--- config.mk ---
export PLATFORM = sky130hd
export DESIGN_NAME = multicycle_ctrl
export DESIGN_NICKNAME = d
export VERILOG_FILES = /design/src/rtl/multicycle_ctrl.sv
export SDC_FILE = /design/constraint.sdc
export NUM_CORES = 1
export LEC_CHECK = 0
export ABC_AREA = 0
export CORE_MARGIN = 3
export CORE_UTILIZATION = 43
export DETAILED_ROUTE_END_ITERATION = 8
export GPL_TIMING_DRIVEN = 0
export PLACE_DENSITY_LB_ADDON = 0.25
export RECOVER_POWER = 100
export SLEW_MARGIN = 5
export SYNTH_ARGS = -nofsm -noshare
export SYNTH_HDL_FRONTEND = slang
export SYNTH_SLANG_ARGS = --single-unit
--- constraint.sdc ---
create_clock -name clk -period 1.83 [get_ports clk]
set_input_delay 0.2745 -clock clk [delete_from_list [all_inputs] [get_ports clk]]
set_output_delay 0.2745 -clock clk [all_outputs]
set_load 0.01 [all_outputs]
--- src/rtl/multicycle_ctrl.sv ---
// Multi-cycle sequencing controller for a 32-bit MIPS datapath: steps one shared
// memory port, ALU and register file through fetch/decode/execute/memory/writeback.
module multicycle_ctrl #(
    parameter int unsigned TIMEOUT = 16,
    parameter int unsigned CNT_W   = 32
) (
    input  logic             clk,
    input  logic             rst,
    input  logic [5:0]       opcode,
    input  logic [5:0]       funct,
    input  logic             zero,
    input  logic             mem_ready,
    output logic             mem_read,
    output logic             mem_write,
    output logic             iord,
    output logic             ir_write,
    output logic             pc_write,
    output logic             pc_write_cond,
    output logic [1:0]       pc_src,
    output logic             alu_src_a,
    output logic [1:0]       alu_src_b,
    output logic [1:0]       alu_op,
    output logic             reg_dst,
    output logic             mem_to_reg,
    output logic             reg_write,
    output logic [3:0]       state,
    output logic             trap,
    output logic [CNT_W-1:0] retired
);

    typedef enum logic [3:0] {
        S_FETCH  = 4'd0,
        S_DECODE = 4'd1,
        S_MEMADR = 4'd2,
        S_MEMRD  = 4'd3,
        S_MEMWB  = 4'd4,
        S_MEMWR  = 4'd5,
        S_EXEC   = 4'd6,
        S_RWB    = 4'd7,
        S_BRANCH = 4'd8,
        S_JUMP   = 4'd9,
        S_ADDIEX = 4'd10,
        S_ADDIWB = 4'd11,
        S_TRAP   = 4'd15
    } state_e;

    localparam logic [5:0] OP_RTYPE = 6'b000000;
    localparam logic [5:0] OP_LW    = 6'b100011;
    localparam logic [5:0] OP_SW    = 6'b101011;
    localparam logic [5:0] OP_BEQ   = 6'b000100;
    localparam logic [5:0] OP_J     = 6'b000010;
    localparam logic [5:0] OP_ADDI  = 6'b001000;

    // Last wait cycle index: mem_ready still low here means the access timed out.
    localparam logic [7:0] WAIT_LAST = 8'(TIMEOUT - 1);

    state_e           state_q, state_d;
    logic [7:0]       wait_cnt_q, wait_cnt_d;
    logic             trap_q, trap_d;
    logic [CNT_W-1:0] retired_q, retired_d;
    logic             in_wait;
    logic             timeout_hit;
    logic             retire;
    logic             unused_ok;

    // funct is decoded by ALU control and zero gates PC load in the datapath.
    assign unused_ok = ^{funct, zero};

    always_ff @(posedge clk) begin
        if (!rst) begin
            state_q <= S_FETCH;
        end else begin
            state_q <= state_d;
        end
    end

    always_comb begin
        in_wait     = (state_q == S_FETCH) || (state_q == S_MEMRD) || (state_q == S_MEMWR);
        timeout_hit = in_wait && !mem_ready && (wait_cnt_q == WAIT_LAST);
    end

    always_comb begin
        state_d = state_q;
        case (state_q)
            S_FETCH: begin
                if (mem_ready)        state_d = S_DECODE;
                else if (timeout_hit) state_d = S_TRAP;
            end
            S_DECODE: begin
                case (opcode)
                    OP_RTYPE:     state_d = S_EXEC;
                    OP_LW, OP_SW: state_d = S_MEMADR;
                    OP_BEQ:       state_d = S_BRANCH;
                    OP_J:         state_d = S_JUMP;
                    OP_ADDI:      state_d = S_ADDIEX;
                    default:      state_d = S_TRAP;
                endcase
            end
            S_MEMADR: state_d = (opcode == OP_SW) ? S_MEMWR : S_MEMRD;
            S_MEMRD: begin
                if (mem_ready)        state_d = S_MEMWB;
                else if (timeout_hit) state_d = S_TRAP;
            end
            S_MEMWB: state_d = S_FETCH;
            S_MEMWR: begin
                if (mem_ready)        state_d = S_FETCH;
                else if (timeout_hit) state_d = S_TRAP;
            end
            S_EXEC:   state_d = S_RWB;
            S_RWB:    state_d = S_FETCH;
            S_BRANCH: state_d = S_FETCH;
            S_JUMP:   state_d = S_FETCH;
            S_ADDIEX: state_d = S_ADDIWB;
            S_ADDIWB: state_d = S_FETCH;
            S_TRAP:   state_d = S_TRAP;
            default:  state_d = S_TRAP;
        endcase
    end

    always_comb begin
        mem_read      = 1'b0;
        mem_write     = 1'b0;
        iord          = 1'b0;
        ir_write      = 1'b0;
        pc_write      = 1'b0;
        pc_write_cond = 1'b0;
        pc_src        = 2'b00;
        alu_src_a     = 1'b0;
        alu_src_b     = 2'b00;
        alu_op        = 2'b00;
        reg_dst       = 1'b0;
        mem_to_reg    = 1'b0;
        reg_write     = 1'b0;
        case (state_q)
            S_FETCH: begin
                mem_read  = 1'b1;
                alu_src_b = 2'b01;
                ir_write  = mem_ready;
                pc_write  = mem_ready;
            end
            S_DECODE: alu_src_b = 2'b11;
            S_MEMADR: begin
                alu_src_a = 1'b1;
                alu_src_b = 2'b10;
            end
            S_MEMRD: begin
                mem_read = 1'b1;
                iord     = 1'b1;
            end
            S_MEMWB: begin
                reg_write  = 1'b1;
                mem_to_reg = 1'b1;
            end
            S_MEMWR: begin
                mem_write = 1'b1;
                iord      = 1'b1;
            end
            S_EXEC: begin
                alu_src_a = 1'b1;
                alu_op    = 2'b10;
            end
            S_RWB: begin
                reg_write = 1'b1;
                reg_dst   = 1'b1;
            end
            // Branch outputs are unconditional; the datapath ANDs pc_write_cond with zero.
            S_BRANCH: begin
                alu_src_a     = 1'b1;
                alu_op        = 2'b01;
                pc_write_cond = 1'b1;
                pc_src        = 2'b01;
            end
            S_JUMP: begin
                pc_write = 1'b1;
                pc_src   = 2'b10;
            end
            S_ADDIEX: begin
                alu_src_a = 1'b1;
                alu_src_b = 2'b10;
            end
            S_ADDIWB: reg_write = 1'b1;
            default: ;
        endcase
    end

    always_comb begin
        retire = (state_q == S_MEMWB)  || (state_q == S_RWB)  ||
                 (state_q == S_BRANCH) || (state_q == S_JUMP) ||
                 (state_q == S_ADDIWB) || ((state_q == S_MEMWR) && mem_ready);
        // Staying in a wait state only happens with mem_ready low; any transition clears.
        wait_cnt_d = (in_wait && (state_d == state_q)) ? wait_cnt_q + 8'd1 : 8'd0;
        trap_d     = trap_q || (state_d == S_TRAP);
        retired_d  = retire ? retired_q + CNT_W'(1) : retired_q;
    end

    always_ff @(posedge clk) begin
        if (!rst) begin
            wait_cnt_q <= 8'd0;
            trap_q     <= 1'b0;
            retired_q  <= '0;
        end else begin
            wait_cnt_q <= wait_cnt_d;
            trap_q     <= trap_d;
            retired_q  <= retired_d;
        end
    end

    assign state   = state_q;
    assign trap    = trap_q;
    assign retired = retired_q;

endmodule

=== After elaboration in Yosys (flattened, before gate mapping) ===
Cells that the tools add are included.

* Output and inout bits: 53
* Register bits after elaboration: 45
* Logic and storage cells: 68

* Add/subtract/negate cells: 2
* Mux-type cells: 20
* Reductions and logical operators: 23
* Equality and inequality tests: 19

{| class="wikitable"
|+ Operators by type and width
! operator !! count
|-
| 32-bit by 1-bit adder with 32-bit output, second input constant || 1
|-
| 4-bit case mux with 8 select lines || 1
|-
| 4-bit == test, second input constant || 5
|-
| 4-bit case mux with 5 select lines || 1
|-
| 4-bit by 3-bit == test with 1-bit output, second input constant || 4
|-
| 4-bit 2-to-1 mux || 4
|-
| 6-bit == test, second input constant || 2
|-
| 1-bit 2-to-1 mux || 9
|-
| 8-bit by 1-bit adder with 8-bit output, second input constant || 1
|-
| 4-bit by 2-bit == test with 1-bit output, second input constant || 2
|-
| 8-bit by 4-bit == test with 1-bit output, second input constant || 1
|-
| 1-bit logical OR || 8
|-
| 2-bit case mux with 2 select lines || 2
|-
| 2-bit OR reduction || 4
|-
| 6-bit by 2-bit == test with 1-bit output, second input constant || 1
|-
| 6-bit by 3-bit == test with 1-bit output, second input constant || 1
|-
| 6-bit by 4-bit == test with 1-bit output, second input constant || 1
|-
| 6-bit zero test || 1
|-
| 2-bit case mux with 3 select lines || 1
|-
| 5-bit OR reduction || 1
|-
| 4-bit by 1-bit == test with 1-bit output, second input constant || 1
|-
| 4-bit == test || 1
|-
| 1-bit logical AND || 4
|-
| 4-bit zero test || 1
|-
| other kinds (6) || 6
|}

=== Depth between registers and ports, before layout ===
Gate-level depths: netlist (run 1).

* Word-level depth: 11
* Gate-level depth with buffers: 8
* Gate-level depth less buffers: 6

=== Worst setup path after synthesis (run 1) ===
No wires, ideal clock.

* Kind: flip-flop to flip-flop
* Start: reg retired_q[12] (netlist: retired[12])
* End: reg retired_q[30] (netlist: retired[30])
* Period minus slack after synthesis: 1,912 ps
* Path buffers: 1
* Setup time: 70 ps
* Data required time: 1,760 ps
* Data arrival time: 1,842 ps
* Path slack: -82 ps
* Cell stages (with the launch flop): 7
* Path through: dfxtp_1 > nand4_4 > nor4_4 > nand4_2 > buf_6 > or4_1 > a21oi_1

* Word-level cells in the longest chain between the ends: 1

{| class="wikitable"
|+ RTL lines
! item !! RTL line !! RTL
|-
| from (decl) || 60 || <nowiki>logic [CNT_W-1:0] retired_q, retired_d;</nowiki>
|-
| from (signal assigned) || 204 || <nowiki>retired_q <= retired_d;</nowiki>
|-
| 32-bit by 1-bit adder with 32-bit output || 193 || <nowiki>retired_d = retire ? retired_q + CNT_W'(1) : retired_q;</nowiki>
|}

Every way passes these cells.
A chain may end at the register's enable or synchronous reset.

=== Final worst setup path (run 1) ===
* Start: reg retired_q[3] (netlist: retired[3])
* End: reg retired_q[30] (netlist: retired[30])

The elaborated chain is that of the path after synthesis.

==> results of run 1 <==
==> kinds of logic (layout without fill, tap and decap cells) <==
group                      after synthesis  in the layout  synth area share
buffers and inverters                   25            122            0.0472
and+or+nand+nor                        155            155             0.357
adders and majority gates                2              2            0.0100
xor gates and xnor gates                26             26            0.0914
muxes                                    1              1           0.00402
DFF                                     45             45             0.362
AOI/OAI and AO/OA                       54             54             0.129
==> final cells by class <==
cell class              count  share of cell area
plain buffers              14              0.0348
clock buffers               7              0.0250
clock inverters             1             0.00227
inverters                   6             0.00682
multi-input cells         238               0.440
flip-flops and latches     45               0.247
well taps                  72              0.0234
repair buffers             94               0.221
==> worst paths after layout <==
path	from	cells after the start	to
max	retired[3]	6	retired[30]
max reg2reg	retired[3]	6	retired[30]
min	rst	2	retired[6]
min reg2reg	wait_cnt_q[0]	1	wait_cnt_q[0]
==> timing repair <==
action / CTS / global route
pin swaps: 15 / 19
buffers inserted: 18 / 15
endpoints found under the setup margin: 54 / 48
cloned: 1 / 0
gates resized for setup: 100 / 55
==> layer usage <==
layer  routed length (um)  GRT usage  share of wire  up-vias
met3                  382     0.0456          0.050       32
met5                    0          0              0        -
met2                 3930      0.368           0.51      106
li1                     -          -              -     1301
met4                  238     0.0930          0.031        0
met1                 3100      0.273           0.41     1335
==> stage by stage <==
stage	TNS (ps)	worst slack, ps	util	instances	cell area [um2]
final	0	7.79	0.695	477	3850
after global routing	-487	-120	0.695	477	3850
after detailed placement	-11370	-502	0.578	440	3200
after floorplan	-21.4	-21.4	-	308	2510
after global placement	-12000	-519	0.578	440	3200
after CTS	-269	-69.9	0.651	465	3610
==> cells in the final DEF (no fill, tap or decap), types with 3 or more instances in the layout <==
cell	n
nor2_1	39
a21oi_2	3
buf_2	4
nor3_1	4
buf_4	31
o21ai_0	11
xnor2_1	6
nor3_2	3
or4_4	4
nand2_1	12
inv_1	4
or3_1	8
nand2_2	4
or2_4	3
clkbuf_1	4
nor4b_1	3
clkdlybuf4s50_1	39
or4_1	4
and3_1	8
dfxtp_1	24
nand3_1	17
dfxtp_2	12
dlygate4sd2_1	10
xor2_1	19
and2_1	5
nand4_1	11
clkbuf_8	8
dfxtp_4	9
nand2b_4	3
a21oi_1	21
buf_6	9
nor3_4	3
==> sequential cells by signal, summed over array words and instances, names as in the netlist <==
| signal | cells |
|---|---|
| retired | 32 |
| wait_cnt_q | 8 |
| trap | 1 |
| state | 4 |
==> power breakdown <==
part | switching [mW] | internal (mW)
logic | 0.917 | 0.947
registers | 0.117 | 1.06
clock network | 0.358 | 0.349
==> impl_metrics.py, run 1 <==
metrics = {
    "floorplan": {
        "num_rows": 27,
        "die_h_um": 82.1,
        "io_pins": 69,
        "dieArea_mm2": 0.00674,
        "core_area_mm2": 0.00554,
        "dieWidth_um": 82.1,
        "initial_utilization": 0.450,
    },
    "hold_path": {
        "hp-class": "in2reg",
    },
    "timing": {
        "hold_ws_ps": 425,
        "clock.fmax_mhz": 549,
        "slew_viol_final": 0,
        "finalSetupViolCount": 0,
        "slew_headroom": 0.649,
        "rsz0062_at_grt": "true",
        "period_needed_ps": 1820,
        "final_hold_viol_count": 0,
        "finClkSkew_ps": 14.1,
        "tightest_slew_ps": 526,
        "timing.final.crit_share": 0.996,
    },
    "global_route": {
        "antenna_found_initial": 0,
        "grt_pass1_vias": 2416,
        "grt_overflow_total": 0,
        "grt.total_usage": 0.220,
        "grt_pass1_wl_um": 11500,
        "grt_max_degree": 15,
    },
    "yosys": {
        "synth_ff_type": "dfxtp_1",
        "postSynthCellCount": 308,
        "synth_area_mm2": 0.00249,
        "synth_top_area_share": 0.362,
        "synth.area.top_cells": "dfxtp_1 36%, xor2_1 6.7%, nor2_1 6.2%",
        "yosysWarnings": 0,
        "synthTopCellsByCount": "45 x dfxtp_1, 41 x nor2_1, 24 x a21oi_1, 19 x xor2_1, 18 x nand3_1",
        "seq_area_frac_synth": 0.362,
        "ys_seq_elements": 45,
        "synth_edf_count": 0,
        "syn_area_per_cell_um2": 8.09,
        "syn-num-nets": 326,
        "synth-async-reset-ratio": 0,
        "synth_cell_types": 52,
        "synth_most_common_cell": "dfxtp_1",
        "yosysTopAreaCell": "dfxtp_1",
    },
    "critical_path": {
        "cpMostUsedCell": "and4_4",
        "path_class": "reg2reg",
        "cp.required_ps": 2070,
        "worstPathArrival_ps": 2060,
        "crit_fanout": 4,
        "start_kind": "flip-flop",
        "rrSetupSlack_ps": 8,
        "path_cells": "and4_4 -> and4_4 -> nand4_4 -> buf_6 -> or4_4 -> a21oi_2",
        "crit_family": "simple AND/OR/NAND/NOR gates",
        "slowest_stage": "or4_4",
        "max_stage_delay_ps": 420,
        "end_kind": "flip-flop",
        "crit_buf_inv": 1,
    },
    "power_and_ir_drop": {
        "ir_drop_mv": 0.716,
        "power.density_mw_per_mm2": 972,
        "power_mw": 3.74,
        "leakage_nw": 1.46,
    },
    "final_layout": {
        "syn_to_final_growth_pct": 54.5,
        "multi_input_area_mm2": 0.00170,
        "n_fill_cell": 432,
        "drive_above_1_share": 0.316,
        "antennaDiodeCount": 0,
        "nets": 422,
        "regArea_um2": 950,
    },
    "cts": {
        "clkTransAtPathRegs_ps": 90,
        "clk_latency_ps": 310,
        "clock-sinks": 45,
        "htree_levels": 2,
        "cts.path.max_buffers": 2,
        "cts_root_buffer": "clkbuf_8",
        "cts_buffers": 5,
        "tritoncts": "built",
        "postCtsHoldBufs": 0,
    },
    "drt": {
        "num_vias": 2774,
        "drtIter0Drc": 220,
        "wl_um": 7650,
        "ant_nets": 0,
        "drt-wirelength-per-cell_um": 16.0,
        "viasPerCell": 5.82,
        "dr.pass1.iters": 5,
        "drc_errors": 0,
    },
    "run_status": {
        "status": "completed",
    },
    "placement": {
        "gp_congestion": 0.923,
        "numPortBuffers": 60,
        "post-dp-hpwl_um": 4720,
    },
    "job": {
        "cap_violations": 0,
    },
}
Note: power is estimated with default switching activity, not from simulation.
==> inputs of run 2 (changes only) <==
HOLD_SLACK_MARGIN = 0.1   (was not set)
==> results of run 2 <==
Same layout as run 1: the final DEF is identical, and so are final timing and power.
